$ cat config.mk
export PLATFORM = sky130hd
export DESIGN_NAME = display_write_queue
export DESIGN_NICKNAME = d
export VERILOG_FILES = /design/src/rtl/display_write_queue.sv
export SDC_FILE = /design/constraint.sdc
export NUM_CORES = 1
export LEC_CHECK = 0
export ABC_CLOCK_PERIOD_IN_PS = 5000
export CAP_MARGIN = 20
export CORE_MARGIN = 2
export CORE_UTILIZATION = 55
export CTS_CLUSTER_SIZE = 30
export DETAILED_ROUTE_END_ITERATION = 10
export GPL_TIMING_DRIVEN = 0
export PLACE_DENSITY_LB_ADDON = 0.25
export RECOVER_POWER = 100
export SLEW_MARGIN = 20
export SYNTH_ARGS = -nofsm -noshare
export SYNTH_HDL_FRONTEND = slang
export SYNTH_SLANG_ARGS = --single-unit
$ cat constraint.sdc
create_clock -name clk -period 5 [get_ports clk]
set_input_delay 0.75 -clock clk [delete_from_list [all_inputs] [get_ports clk]]
set_output_delay 0.75 -clock clk [all_outputs]
set_load 0.01 [all_outputs]
$ cat src/rtl/display_write_queue.sv
// display_write_queue: CPU-side pixel write FIFO feeding the double-buffered
// PSRAM display stage, plus framebuffer-flip sequencing.
//
// Writes accepted on the wr_* port are queued and drained one at a time onto
// display_addr/display_data/display_wr. Each write goes through
// WRITE (display_wr held WR_HOLD cycles), then GUARD (display_busy ignored for
// GUARD_CYCLES), then WAIT (until display_busy is low).
//
// A flip request is held pending (blocking new writes) until every write queued
// ahead of it has been issued and the display stage is idle. Only then is
// display_flip_framebuffer pulsed for FLIP_PULSE cycles.
//
// Optional feature, enabled by defining DISPLAY_FILL_EN: adds a hardware
// framebuffer fill (fill_start / fill_color / fill_busy). When enabled, the fill
// writes fill_color to word addresses 0..FB_PIXELS-1 using the same per-word
// write sequence.
//
// Entirely in the clk domain; reset_n asserts asynchronously and is expected to
// be released synchronously.
module display_write_queue #(
    parameter int DEPTH        = 16,
    parameter int WR_HOLD      = 2,
    parameter int GUARD_CYCLES = 4,
    parameter int FLIP_PULSE   = 4,
    parameter int FB_PIXELS    = 86400
) (
    input  logic                     clk,
    input  logic                     reset_n,
    input  logic                     wr_valid,
    input  logic [19:0]              wr_addr,
    input  logic [15:0]              wr_data,
    output logic                     wr_ready,
    input  logic                     flip_req,
    output logic                     flip_pending,
    output logic [$clog2(DEPTH):0]   level,
`ifdef DISPLAY_FILL_EN
    input  logic                     fill_start,
    input  logic [15:0]              fill_color,
    output logic                     fill_busy,
`endif
    output logic [19:0]              display_addr,
    output logic [15:0]              display_data,
    output logic                     display_wr,
    input  logic                     display_busy,
    output logic                     display_flip_framebuffer
);

    localparam int AW = $clog2(DEPTH);

    // Terminal values for the shared phase counter (each phase counts 0..N-1).
    localparam int WR_LAST_I    = WR_HOLD - 1;
    localparam int GUARD_LAST_I = GUARD_CYCLES - 1;
    localparam int FLIP_LAST_I  = FLIP_PULSE - 1;
    localparam logic [7:0] WR_LAST    = WR_LAST_I[7:0];
    localparam logic [7:0] GUARD_LAST = GUARD_LAST_I[7:0];
    localparam logic [7:0] FLIP_LAST  = FLIP_LAST_I[7:0];
    localparam logic [7:0] CNT_ONE    = 8'd1;

    localparam logic [AW:0]   FULL_LEVEL = DEPTH[AW:0];
    localparam logic [AW-1:0] PTR_ONE    = AW'(1'b1);
    localparam logic [AW:0]   LVL_ONE    = (AW + 1)'(1'b1);

    // Reject configurations the pointer arithmetic and counters cannot handle.
    if (DEPTH < 2 || (DEPTH & (DEPTH - 1)) != 0 || WR_HOLD < 1 || WR_HOLD > 256 ||
        GUARD_CYCLES < 1 || GUARD_CYCLES > 256 || FLIP_PULSE < 1 || FLIP_PULSE > 256 ||
        FB_PIXELS < 1 || FB_PIXELS > 1048575) begin : g_bad_config
        $error("display_write_queue: unsupported parameter set");
    end

    typedef enum logic [2:0] {
        ST_IDLE  = 3'd0,
        ST_WRITE = 3'd1,
        ST_GUARD = 3'd2,
        ST_WAIT  = 3'd3,
        ST_FLIP  = 3'd4
    } state_t;

    // ---------------------------------------------------------------------
    // State
    // ---------------------------------------------------------------------
    state_t        state_q,        state_d;
    logic [7:0]    cnt_q,          cnt_d;
    logic [AW-1:0] wr_ptr_q,       wr_ptr_d;
    logic [AW-1:0] rd_ptr_q,       rd_ptr_d;
    logic [AW:0]   count_q,        count_d;
    logic          flip_pending_q, flip_pending_d;
    logic [19:0]   disp_addr_q,    disp_addr_d;
    logic [15:0]   disp_data_q,    disp_data_d;
    logic          disp_wr_q,      disp_wr_d;
    logic          flip_q,         flip_d;
    logic [35:0]   mem_q [DEPTH];

    logic          fifo_empty_s;
    logic          fifo_full_s;
    logic          fill_active_s;
    logic          fill_word_s;
    logic          fill_done_s;
    logic          wr_ready_s;
    logic          push_s;
    logic          pop_s;
    logic          dispatch_ok_s;

`ifdef DISPLAY_FILL_EN
    localparam logic [19:0] FB_END   = FB_PIXELS[19:0];
    localparam logic [19:0] ADDR_ONE = 20'd1;

    logic          fill_active_q, fill_active_d;
    logic [19:0]   fill_addr_q,   fill_addr_d;
    logic [15:0]   fill_color_q,  fill_color_d;
    logic          fill_start_ok_s;
`endif

    // ---------------------------------------------------------------------
    // Status decode
    // ---------------------------------------------------------------------
    assign fifo_empty_s = (count_q == '0);
    assign fifo_full_s  = (count_q == FULL_LEVEL);

`ifdef DISPLAY_FILL_EN
    assign fill_active_s   = fill_active_q;
    assign fill_word_s     = fill_active_q && (fill_addr_q != FB_END);
    assign fill_done_s     = fill_active_q && (fill_addr_q == FB_END);
    assign fill_start_ok_s = fill_start && (state_q == ST_IDLE) && fifo_empty_s &&
                             !flip_pending_q && !fill_active_q;
`else
    assign fill_active_s = 1'b0;
    assign fill_word_s   = 1'b0;
    assign fill_done_s   = 1'b0;
`endif

    // A pending flip freezes the input so nothing can slip in ahead of it.
    assign wr_ready_s = !fifo_full_s && !flip_pending_q && !fill_active_s;
    assign push_s     = wr_valid && wr_ready_s;

    // WAIT with busy low behaves exactly like IDLE.
    // This lets the next write go out WR_HOLD+GUARD_CYCLES+1 cycles after the
    // previous one.
    assign dispatch_ok_s = !display_busy && ((state_q == ST_IDLE) || (state_q == ST_WAIT));

    // ---------------------------------------------------------------------
    // Next-state logic: sequencer, FIFO pointers, flip request, fill engine
    // ---------------------------------------------------------------------
    // Compute all next-state values for the sequencer and FIFO bookkeeping.
    always_comb begin
        state_d        = state_q;
        cnt_d          = cnt_q;
        rd_ptr_d       = rd_ptr_q;
        disp_addr_d    = disp_addr_q;
        disp_data_d    = disp_data_q;
        disp_wr_d      = disp_wr_q;
        flip_d         = flip_q;
        pop_s          = 1'b0;
`ifdef DISPLAY_FILL_EN
        fill_active_d  = fill_active_q;
        fill_addr_d    = fill_addr_q;
        fill_color_d   = fill_color_q;
`endif

        // Flip requests do not stack: a request while one is pending is dropped.
        if (flip_req && !flip_pending_q) begin
            flip_pending_d = 1'b1;
        end else begin
            flip_pending_d = flip_pending_q;
        end

`ifdef DISPLAY_FILL_EN
        if (fill_start_ok_s) begin
            fill_active_d = 1'b1;
            fill_addr_d   = 20'd0;
            fill_color_d  = fill_color;
        end else begin
            fill_active_d = fill_active_q;
        end
`endif

        case (state_q)
            ST_IDLE, ST_WAIT: begin
                if (dispatch_ok_s) begin
                    if (fill_word_s) begin
`ifdef DISPLAY_FILL_EN
                        disp_addr_d = fill_addr_q;
                        disp_data_d = fill_color_q;
                        fill_addr_d = fill_addr_q + ADDR_ONE;
`endif
                        disp_wr_d   = 1'b1;
                        cnt_d       = 8'd0;
                        state_d     = ST_WRITE;
                    end else if (fill_done_s) begin
                        // Last fill word has cleared WAIT; release the bus.
`ifdef DISPLAY_FILL_EN
                        fill_active_d = 1'b0;
`endif
                        state_d = ST_IDLE;
                    end else if (!fifo_empty_s) begin
                        pop_s       = 1'b1;
                        rd_ptr_d    = rd_ptr_q + PTR_ONE;
                        disp_addr_d = mem_q[rd_ptr_q][35:16];
                        disp_data_d = mem_q[rd_ptr_q][15:0];
                        disp_wr_d   = 1'b1;
                        cnt_d       = 8'd0;
                        state_d     = ST_WRITE;
                    end else if (flip_pending_q) begin
                        // Everything queued ahead of the flip has been written.
                        flip_d  = 1'b1;
                        cnt_d   = 8'd0;
                        state_d = ST_FLIP;
                    end else begin
                        state_d = ST_IDLE;
                    end
                end else begin
                    state_d = state_q;
                end
            end

            ST_WRITE: begin
                if (cnt_q == WR_LAST) begin
                    disp_wr_d = 1'b0;
                    cnt_d     = 8'd0;
                    state_d   = ST_GUARD;
                end else begin
                    cnt_d = cnt_q + CNT_ONE;
                end
            end

            ST_GUARD: begin
                // display_busy may still be low here because the display stage
                // has not caught up yet, so it is deliberately not looked at.
                if (cnt_q == GUARD_LAST) begin
                    cnt_d   = 8'd0;
                    state_d = ST_WAIT;
                end else begin
                    cnt_d = cnt_q + CNT_ONE;
                end
            end

            ST_FLIP: begin
                if (cnt_q == FLIP_LAST) begin
                    flip_d         = 1'b0;
                    flip_pending_d = 1'b0;
                    cnt_d          = 8'd0;
                    state_d        = ST_IDLE;
                end else begin
                    cnt_d = cnt_q + CNT_ONE;
                end
            end

            default: begin
                state_d   = ST_IDLE;
                cnt_d     = 8'd0;
                disp_wr_d = 1'b0;
                flip_d    = 1'b0;
            end
        endcase
    end

    // FIFO write pointer and occupancy; push and pop may coincide.
    always_comb begin
        if (push_s) begin
            wr_ptr_d = wr_ptr_q + PTR_ONE;
        end else begin
            wr_ptr_d = wr_ptr_q;
        end

        case ({push_s, pop_s})
            2'b10:   count_d = count_q + LVL_ONE;
            2'b01:   count_d = count_q - LVL_ONE;
            default: count_d = count_q;
        endcase
    end

    // ---------------------------------------------------------------------
    // Registers
    // ---------------------------------------------------------------------
    // Control and output registers; reset discards queued data and drops strobes.
    always_ff @(posedge clk or negedge reset_n) begin
        if (!reset_n) begin
            state_q        <= ST_IDLE;
            cnt_q          <= 8'd0;
            wr_ptr_q       <= '0;
            rd_ptr_q       <= '0;
            count_q        <= '0;
            flip_pending_q <= 1'b0;
            disp_addr_q    <= 20'd0;
            disp_data_q    <= 16'd0;
            disp_wr_q      <= 1'b0;
            flip_q         <= 1'b0;
        end else begin
            state_q        <= state_d;
            cnt_q          <= cnt_d;
            wr_ptr_q       <= wr_ptr_d;
            rd_ptr_q       <= rd_ptr_d;
            count_q        <= count_d;
            flip_pending_q <= flip_pending_d;
            disp_addr_q    <= disp_addr_d;
            disp_data_q    <= disp_data_d;
            disp_wr_q      <= disp_wr_d;
            flip_q         <= flip_d;
        end
    end

    // FIFO storage: plain datapath memory, validity is tracked by the pointers.
    always_ff @(posedge clk) begin
        if (push_s) begin
            mem_q[wr_ptr_q] <= {wr_addr, wr_data};
        end
    end

`ifdef DISPLAY_FILL_EN
    // Fill engine registers.
    always_ff @(posedge clk or negedge reset_n) begin
        if (!reset_n) begin
            fill_active_q <= 1'b0;
            fill_addr_q   <= 20'd0;
            fill_color_q  <= 16'd0;
        end else begin
            fill_active_q <= fill_active_d;
            fill_addr_q   <= fill_addr_d;
            fill_color_q  <= fill_color_d;
        end
    end

    assign fill_busy = fill_active_q;
`endif

    // ---------------------------------------------------------------------
    // Outputs
    // ---------------------------------------------------------------------
    assign wr_ready                 = wr_ready_s;
    assign flip_pending             = flip_pending_q;
    assign level                    = count_q;
    assign display_addr             = disp_addr_q;
    assign display_data             = disp_data_q;
    assign display_wr               = disp_wr_q;
    assign display_flip_framebuffer = flip_q;

endmodule

==> run_results.csv <==
group,metric,value,unit
run_status,outcome,"finished, violations left",
run_status,violations,"capacitance limit, slew limit",
pwr,p_seq_share,41.2,%
yosys,ys_warn_count,0,
yosys,synth_area,24800,um2
place,placed_area,26800,um2
place,dp_cells,1867,
critical_path,crit_path_start_kind,"register",
route,vias_per_cell,6.25,
clock_tree,htree_num_levels,2,
timing,clock_skew,0.0257,ns
route,wl_per_cell,27.2,um
critical_path,slowest_delay,0.74,ns
yosys,synth_edf_count,576,
clock_tree,cts_resized,0,
yosys,synth_xor_area_share,0.459,%
clock_tree,cts_hold_buf,0,
clock_tree,clk_pin_slew_worst_paths,0.06,ns
yosys,synth_top_family_by_area,"multiplexers",
final_layout,area_growth,14.5,%
timing,min_period,4.20,ns
clock_tree,clockBufferDepth,3,
critical_path,cp-end-kind,"register",
final_layout,post-route-cell-area,28400,um2
final_layout,drive_gt1_share,20.4,%
timing,setup_tns,0,ns
route,routed_wirelength,53900,um
critical_path,path_cells,"clkbuf_1, nor4_4, a2111oi_4, clkbuf_1, buf_4, ha_1, clkbuf_1, xor2_1, ha_1, o211a_1, o31ai_1, a31oi_1, xnor2_1",
place,numPortBuffers,84,
job,maxCapViolCount,12,
yosys,synth.top_cell.area_share,69.8,%
pwr,intPower,10.6,mW
critical_path,worst-path-max-fanout,11,
die,start_util,55.9,%
place,place_hpwl,32000,um
global_route,grt_usage,23.4,%
final_layout,finish.utilization,64.0,%
die,dieArea,46800,um2
yosys,synth-seq-cells,639,
clock_tree,cts-root-buf,"clkbuf_16",
timing,period_share,84.1,%
pwr,worst_ir_drop_vdd,0.304,mV
route,ant_nets,0,
die,rows,77,
timing,maxSlewViolCount,401,
timing,final_hold_viol_count,0,
timing,finalSetupViolations,0,
global_route,grt_pass1_vias,12800,
final_layout,nNetsFinal,1390,
critical_path,worst-setup-path-type,"reg -> reg",
route,first_pass_iters,5,
final_layout,instances_no_fill,1983,
pwr,power_switching,4.54,mW
critical_path,critical_path_required,5.49,ns
yosys,synthArstFlopShare,9.86,%
min_path,hold_path.class,"reg -> reg",
yosys,yosys.area.top_type,"edfxtp_1",
pwr,p_sw_share,30.0,%
die,core,44300,um2
place,gp_congestion,0.771,
pwr,power,15.2,mW
timing,whs,0.521,ns
final_layout,fillers,2989,
global_route,grt_max_degree,37,
route,vias,12400,
timing,setup_slack,0.797,ns
yosys,synth.distinct_cells,62,
pwr,comb_power_share,28.9,%
clock_tree,cts_buffers,61,
yosys,avgSynthCellArea,21.5,um2
die,die_w,216,um
yosys,yosys-top-cells-area,"edfxtp_1, mux4_2, dfrtp_1",
critical_path,crit_top_cell,"clkbuf_1",
global_route,gr-total-overflow,0,
global_route,antenna_found_initial,1,
critical_path,cp_data_arrival_time,4.70,ns
yosys,synth_fa_ha_area_share,0.555,%
timing,worst_slew_pin_slew,2.55,ns
timing,slew_headroom,-69.8,%
clock_tree,cts_tree,"built",
pwr,power_density,534,nW/um2
timing,fmax,238,MHz
yosys,synth-compound-area-share,4.32,%
die,die_h,216,um
place,dp_slack,0.968,ns
yosys,ys_seq_area_share,76.1,%
yosys,synth_ff_type,"edfxtp_1",
yosys,muxShareOfSynthArea,14.7,%
route,drtIter0Drc,1511,
clock_tree,cts_setup_buffers,0,
yosys,synth.net_count,1204,
yosys,synth_simple_gate_area_share,2.33,%
global_route,grt_pass1_wl,80400,um
clock_tree,clk_latency,0.62,ns
timing,rsz0062_at_grt,"no",
die,num_io_pins,86,
pwr,p_leak,9.17,nW
clock_tree,clock_sinks,639,
route,drc,0,
pwr,clockPowerShare,29.9,%
critical_path,worst_path_max_delay_cell,"a2111oi_4",
yosys,synth_cells,1152,
metal layers:
metal  vias to the layer above  part of all wire (%)  global-route usage (%)  wire [um]
li1                       5198                     -                       -          -
met1                      6620                    42                    33.4      22600
met2                       501                    49                    37.7      26200
met3                        79                   7.4                    4.55       3980
met4                         2                   2.0                    6.21       1100
met5                         -                 0.015                       0          8
Yosys cell counts, drive strengths merged (4+ instances only):
library cell and number:
o21ai 7, xor2 6, clkbuf 27, nand2 11, xnor2 7, and2 10
edfxtp 576, nand3 4, nand2b 4, mux4 144, o22ai 38, dfrtp 63
a221oi 36, a31oi 4, inv 13, mux2i 36, nor2 49, a21oi 5
ha 11, nor4 8, nor2b 4, buf 39
layout by cell type, fill, tap and decap left out, types with 4 or more instances in the layout:
cell type,synthesis,layout
clkinv_1,0,6
and2_1,9,9
mux2i_1,36,36
nor2_1,49,48
o21ai_0,6,6
clkbuf_1,27,83
nand2b_1,4,4
dlygate4sd3_1,0,81
inv_1,11,12
nor4_1,6,7
nand2_1,11,11
o22ai_1,38,38
nand3_1,4,4
a31oi_1,4,4
a221oi_1,6,33
buf_1,6,6
clkinvlp_4,0,5
buf_2,26,23
nor2b_1,4,4
a21oi_1,5,5
clkbuf_16,0,63
clkbuf_8,0,8
dfrtp_1,63,63
clkinv_2,0,10
ha_1,11,11
xnor2_1,7,7
buf_6,5,4
mux4_2,144,144
edfxtp_1,576,576
xor2_1,6,6
area by class of cell:
cell class              instances  area (um2)  area share, %
repair buffers                123        1040           3.66
clock inverters                29         244          0.860
multi-input cells             434        5370           18.9
well taps                     592         741           2.61
diodes                          1        2.50        0.00882
inverters                      13        48.8          0.172
clock buffers                  86        1740           6.14
flip-flops and latches        639       18900           66.5
plain buffers                  66         314           1.11
flip-flops by register name, indices dropped and copies added (netlist names):
| register | flops |
|---|---|
| wr_ptr_q | 4 |
| state_q | 3 |
| display_data | 16 |
| cnt_q | 8 |
| rd_ptr_q | 4 |
| display_flip_framebuffer | 1 |
| mem_q | 576 |
| display_wr | 1 |
| display_addr | 20 |
| flip_pending | 1 |
| level | 5 |
kinds of logic after synthesis:
kind of cell / Yosys count
DFF: 639
muxes: 183
AOI/OAI and AO/OA: 116
and+or+nand+nor: 111
buffers and inverters: 79
xor gates and xnor gates: 13
adders and majority gates: 11
worst paths after layout:
check                                                      from                                   end  slack, ns  cells after the start
max                                        level[1]$_DFFE_PN0P_                  level[4]$_DFFE_PN0P_       0.80                     13
min                        display_flip_framebuffer$_DFFE_PN0P_  display_flip_framebuffer$_DFFE_PN0P_       0.52                      1
max reg2reg                                level[1]$_DFFE_PN0P_                  level[4]$_DFFE_PN0P_       0.80                     13
min reg2reg                display_flip_framebuffer$_DFFE_PN0P_  display_flip_framebuffer$_DFFE_PN0P_       0.52                      1
max in group asynchronous                               reset_n           display_addr[6]$_DFFE_PN0P_       1.31                      2
min in group asynchronous                               reset_n                  level[2]$_DFFE_PN0P_       0.92                      1
worst max-delay path: cells and delay by family, from the launching register on:
| family | cells | cell delay (ns) |
|---|---|---|
| adder cells (fa/ha/maj) | 2 | 0.44 |
| AND/OR/NAND/NOR | 1 | 0.15 |
| buffers and inverters | 4 | 1.59 |
| AO/OA/AOI/OAI | 4 | 1.26 |
| XOR/XNOR | 2 | 0.27 |
| flip-flops | 1 | 0.34 |
power by group through the flow:
stage / Combinational, mW / Sequential (mW) / Clock [mW]
floorplan: 3.07 / 6.39 / 0
detailed placement: 4.65 / 6.36 / 0
finish: 4.37 / 6.25 / 4.53
CTS: 4.69 / 6.26 / 4.59
global placement: 4.54 / 6.36 / 0
global route: 4.68 / 6.27 / 4.78
(Power assumes the default switching activity.)
==> RTL change 1 (config.mk and constraints unchanged) <==
Encoding of `state_t`: now one-hot (5 bits for 5 states).
--- a/src/rtl/display_write_queue.sv
+++ b/src/rtl/display_write_queue.sv
@@ -67,12 +67,12 @@
         $error("display_write_queue: unsupported parameter set");
     end
 
-    typedef enum logic [2:0] {
-        ST_IDLE  = 3'd0,
-        ST_WRITE = 3'd1,
-        ST_GUARD = 3'd2,
-        ST_WAIT  = 3'd3,
-        ST_FLIP  = 3'd4
+    typedef enum logic [4:0] {
+        ST_IDLE  = 5'b00001,
+        ST_WRITE = 5'b00010,
+        ST_GUARD = 5'b00100,
+        ST_WAIT  = 5'b01000,
+        ST_FLIP  = 5'b10000
     } state_t;
 
     // ---------------------------------------------------------------------
Check against the original RTL: same outputs for any inputs over 4 cycles, from zero or initial values and one cycle with reset_n low; so few cycles prove little.
==> RTL change 1 against the original RTL <==
The flow still finishes with violations (capacitance limit, slew limit). Cell count decreased by 1.9%. Clock power increased by 7.5%. Sequential share of layout area increased by 0.30 points. Wire length decreased by 4.2%. Critical path depth decreased by 4. Cell area decreased by 0.18%. Sequential cell count increased by 2. Total power increased by 0.69%. Synthesized area decreased by 0.86%. Combinational power decreased by 5%. Global-route usage decreased by 0.49 points. Setup slack got worse by 54 ps. Highest routed layer is now met4.
==> RTL change 1: results (changes against the original RTL) <==
metric,value,unit,change
run status,"complete, but fails checks",,unchanged
violated checks,"capacitance limit, slew limit",,unchanged
Final #Nets,1350,,was 1390
HPWL Detailed,29400,um,was 32000 um
Max Slew Vio Count,216,,was 401
static leakage,9.12,nW,was 9.17 nW
GR Util met1,31.9,%,was 33.4%
Synth Net Count,1199,,was 1204
GR Layer Usage met2,37.7,%,about the same
R2R Path Start,level[2]$_DFFE_PN0P_,,was level[1]$_DFFE_PN0P_
CP Max Fanout,21,,was 11
clk_skew,17.5,ps,was 25.7 ps
CP peak stage delay,1070,ps,was 740 ps
worst vdd ir,359,uV,was 304 uV
Reg2Reg Capture Point,mem_q[8][30]$_DFFE_PP_,,was level[4]$_DFFE_PN0P_
Final Routed Wirelength,51600,um,was 53900 um
met3 Use GR,3.95,%,was 4.55%
r2r setup slk,740,ps,was 800 ps
initial DRC count,1178,,was 1511
post-synthesis cell type count,52,,was 62
Worst R2R Path Depth,9,,was 13
DR vias,11948,,was 12400
most instantiated cells after synthesis,"edfxtp_1, mux4_2, o22ai_1",,"was edfxtp_1, mux4_2, dfrtp_1"
PortBufs,85,,was 84
arrival time at the worst endpoint,4470,ps,was 4700 ps
Inst Count DP,1828,,was 1867
max_cap viols,7,,was 12
synth top area cells,"edfxtp_1, mux4_2, dfrtp_1",,unchanged
CP max-delay cell,dlymetal6s2s_1,,was a2111oi_4
Vias/cell,6.14,,was 6.25
==> RTL change 1: layout make-up <==
| type | instances | area (sq um) | area share, % |
|---|---|---|---|
| Timing Repair Buffer | 88 | 866 | 3.06 |
| Clock inverter | 47 | 510 | 1.80 |
| Clock buffer | 69 | 1650 | 5.82 |
| Sequential cell | 641 | 18900 | 66.8 |
| Multi-Input combinational cell | 434 | 5310 | 18.7 |
| Buffer | 65 | 289 | 1.02 |
| Tap cell | 592 | 741 | 2.62 |
| Inverter | 8 | 30.0 | 0.106 |
| Antenna cell | 1 | 2.50 | 0.00884 |
==> RTL change 1: kinds of logic (layout without fill, tap and decap cells) <==
group / Yosys count / in the layout / share of synthesized area [%]
xor gates and xnor gates: 18 / 18 / 0.642
muxes: 185 / 185 / 15.1
other: 0 / 1 / 0
buffers and inverters: 73 / 277 / 1.33
DFF: 641 / 641 / 77.0
AOI/OAI and AO/OA: 139 / 139 / 3.53
and+or+nand+nor: 82 / 82 / 1.90
adders and majority gates: 10 / 10 / 0.509
==> RTL change 1: power by group <==
group	switching (mW)	total (mW)	leakage [nW]	internal, mW
clock	1.94	4.87	1.05	2.93
sequential	0.160	6.22	5.93	6.06
combinational	2.22	4.17	2.13	1.95
total	4.33	15.3	9.12	10.9
==> RTL change 1: how the worst max path moves through the flow <==
stage               depth (start not counted)                    from                          end
floorplan                                  11            display_busy         level[2]$_DFFE_PN0P_
global placement                            1                 reset_n  display_data[4]$_DFFE_PN0P_
detailed placement                         12            display_busy         level[4]$_DFFE_PN0P_
CTS                                        12  state_q[4]$_DFFE_PN0P_         level[4]$_DFFE_PN0P_
global route                                9    level[2]$_DFFE_PN0P_       mem_q[8][25]$_DFFE_PP_
finish                                      9    level[2]$_DFFE_PN0P_       mem_q[8][30]$_DFFE_PP_
==> RTL change 1: through the flow <==
stage	utilization [%]	power [mW]	area, sq um	hold slack (ps)	setup slack [ps]
3_5_place_dp	59.5	10.6	26300	489	480
2_1_floorplan	-	9.16	24600	454	1800
6_report	64.2	15.3	28300	494	743
4_1_cts	64.4	15.5	28400	115	1030
5_1_grt	64.2	15.9	28300	519	360
3_3_place_gp	59.3	10.5	26200	484	400
==> RTL change 1: per-layer routing <==
| metal | vias to the layer above | wire length [um] | share of wire, % |
|---|---|---|---|
| met5 | - | 0 | 0 |
| met4 | 0 | 1190 | 2.3 |
| met3 | 81 | 2740 | 5.3 |
| met2 | 378 | 25900 | 50 |
| met1 | 6377 | 21800 | 42 |
| li1 | 5112 | - | - |
==> RTL change 2 (same flow settings) <==
Without the edit above. `DEPTH`: 16 -> 8.
--- a/src/rtl/display_write_queue.sv
+++ b/src/rtl/display_write_queue.sv
@@ -18,7 +18,7 @@
 // Entirely in the clk domain; reset_n asserts asynchronously and is expected to
 // be released synchronously.
 module display_write_queue #(
-    parameter int DEPTH        = 16,
+    parameter int DEPTH        = 8,
     parameter int WR_HOLD      = 2,
     parameter int GUARD_CYCLES = 4,
     parameter int FLIP_PULSE   = 4,
Ports: changed (resized level); port bits go from 86 to 85. No check against the original RTL was run, so the function may have changed too.
==> RTL change 2 against the original RTL <==
The run still ends with capacitance limit, slew limit left. Worst hold slack worse by 26 ps. Largest cell class unchanged. First-iteration DRC count is 57% lower. Synthesized area is 45% lower. Cell count is 40% lower. Largest power group unchanged. Critical path type is now in2reg. Maximum frequency is 7.2% higher. Wire length is 47% lower. Sequential cell count is 291 lower. Global-route usage is 0.79 points lower. Sequential power is 44% lower. Total power is 43% lower. Setup slack better by 280 ps. Cell area is 43% lower.
==> RTL change 2: results (changes against the original RTL) <==
metric,value,unit,change
run status,"complete, but fails checks",,unchanged
violated checks,"capacitance limit, slew limit",,unchanged
Clock Path Buffers,3,,unchanged
Synth Net Count,733,,was 1204
P_seq,3.52,mW,was 6.25 mW
Power Combinational,2.56,mW,was 4.37 mW
R2R Path Start,level[0]$_DFFE_PN0P_,,was level[1]$_DFFE_PN0P_
clk_skew,17.6,ps,was 25.7 ps
Slew @ Worst Pin,1990,ps,was 2550 ps
Vias/cell,5.96,,was 6.25
Reg2Reg Capture Point,mem_q[7][30]$_DFFE_PP_,,was level[4]$_DFFE_PN0P_
fraction of registers with async set/reset,17.2,%,was 9.86%
CP Launch Point,wr_valid,,was level[1]$_DFFE_PN0P_
clock latency at the later pin of the worst-skew pair,520,ps,was 620 ps
Area after DPL,15200,sq um,was 26800 sq um
"Avg Cell Area, Syn",19.8,sq um,was 21.5 sq um
r2r setup slk,1130,ps,was 800 ps
Final #Nets,877,,was 1390
# fillers,1609,,was 2989
synth top area cells,"edfxtp_1, mux4_2, dfrtp_1",,unchanged
initial DRC count,647,,was 1511
PortBufs,83,,was 84
Max Slew Vio Count,73,,was 401
Post-synth EDFFs,288,,was 576
gpl congestion,0.786,,was 0.771
gr usage total,22.6,%,was 23.4%
layout cell share with drive strength beyond 1,19.6,%,was 20.4%
worst vdd ir,308,uV,was 304 uV
first-pass GRT wire length,43400,um,was 80400 um
DR vias,7053,,was 12400
max_cap viols,3,,was 12
drt wl/cell,24.0,um,was 27.2 um
Crit Path Class,in2reg,,was reg2reg
post-synthesis cell type count,48,,was 62
Inst Count DP,1115,,was 1867
switch share,29.5,%,was 30.0%
TritonCTS Buffers,36,,was 61
largest net degree at the start of global routing,36,,was 37
arrival time at the worst endpoint,4040,ps,was 4700 ps
Hold Path Depth,2,,was 1
CP Max Fanout,15,,was 11
number of flip-flops in the largest register,288,,was 576
## RTL change 2: changes by cell type after synthesis, moves of 12 or more
cell	delta
a21oi_1	+34
a221oi_2	-30
buf_2	-12
clkbuf_1	-22
edfxtp_1	-288
mux4_2	-72
o22ai_1	-32
## RTL change 2: routing by layer
| layer | part of all wire [%] | vias to the layer above | wire length (um) | global-route usage (%) |
|---|---|---|---|---|
| met5 | 0 | - | 0 | 0 |
| met4 | 1.8 | 0 | 516 | 5.97 |
| met3 | 6.3 | 39 | 1800 | 3.95 |
| met2 | 50 | 283 | 14300 | 37.2 |
| met1 | 42 | 3699 | 11800 | 32.1 |
| li1 | - | 3032 | - | - |
## RTL change 2: layout make-up
type                    count  area [sq um]  area share (%)
flip-flops and latches    348         10100            63.0
repair buffers            106          1050            6.54
inverters                  12          45.0           0.280
multi-input cells         293          3090            19.2
clock inverters            15           114           0.707
plain buffers              32           206            1.28
clock buffers              51          1040            6.45
well taps                 324           405            2.52
diodes                      2          5.00          0.0311
## RTL change 2: cells by family (layout without fill, tap and decap cells)
logic type | Yosys count | count (layout) | synth area share (%)
DFF | 348 | 348 | 74.9
other | 0 | 2 | 0
buffers and inverters | 44 | 216 | 1.90
adders and majority gates | 7 | 7 | 0.646
and+or+nand+nor | 89 | 89 | 3.46
muxes | 112 | 112 | 14.9
xor gates and xnor gates | 11 | 11 | 0.711
AOI/OAI and AO/OA | 74 | 74 | 3.43
## RTL change 2: worst max-delay path, cell delays in order
cell and delay, ps:
clkdlybuf4s50_1 450, inv_1 40, a211oi_1 690, nand2_1 270, nor2_1 850, clkbuf_1 970
## RTL change 2: per-stage QoR
step                hold WS (ps)  setup slack (ps)
floorplan                    454               794
global placement             476             -2180
detailed placement           484              1480
CTS                          195              1840
global route                 524               856
finish                       494              1080
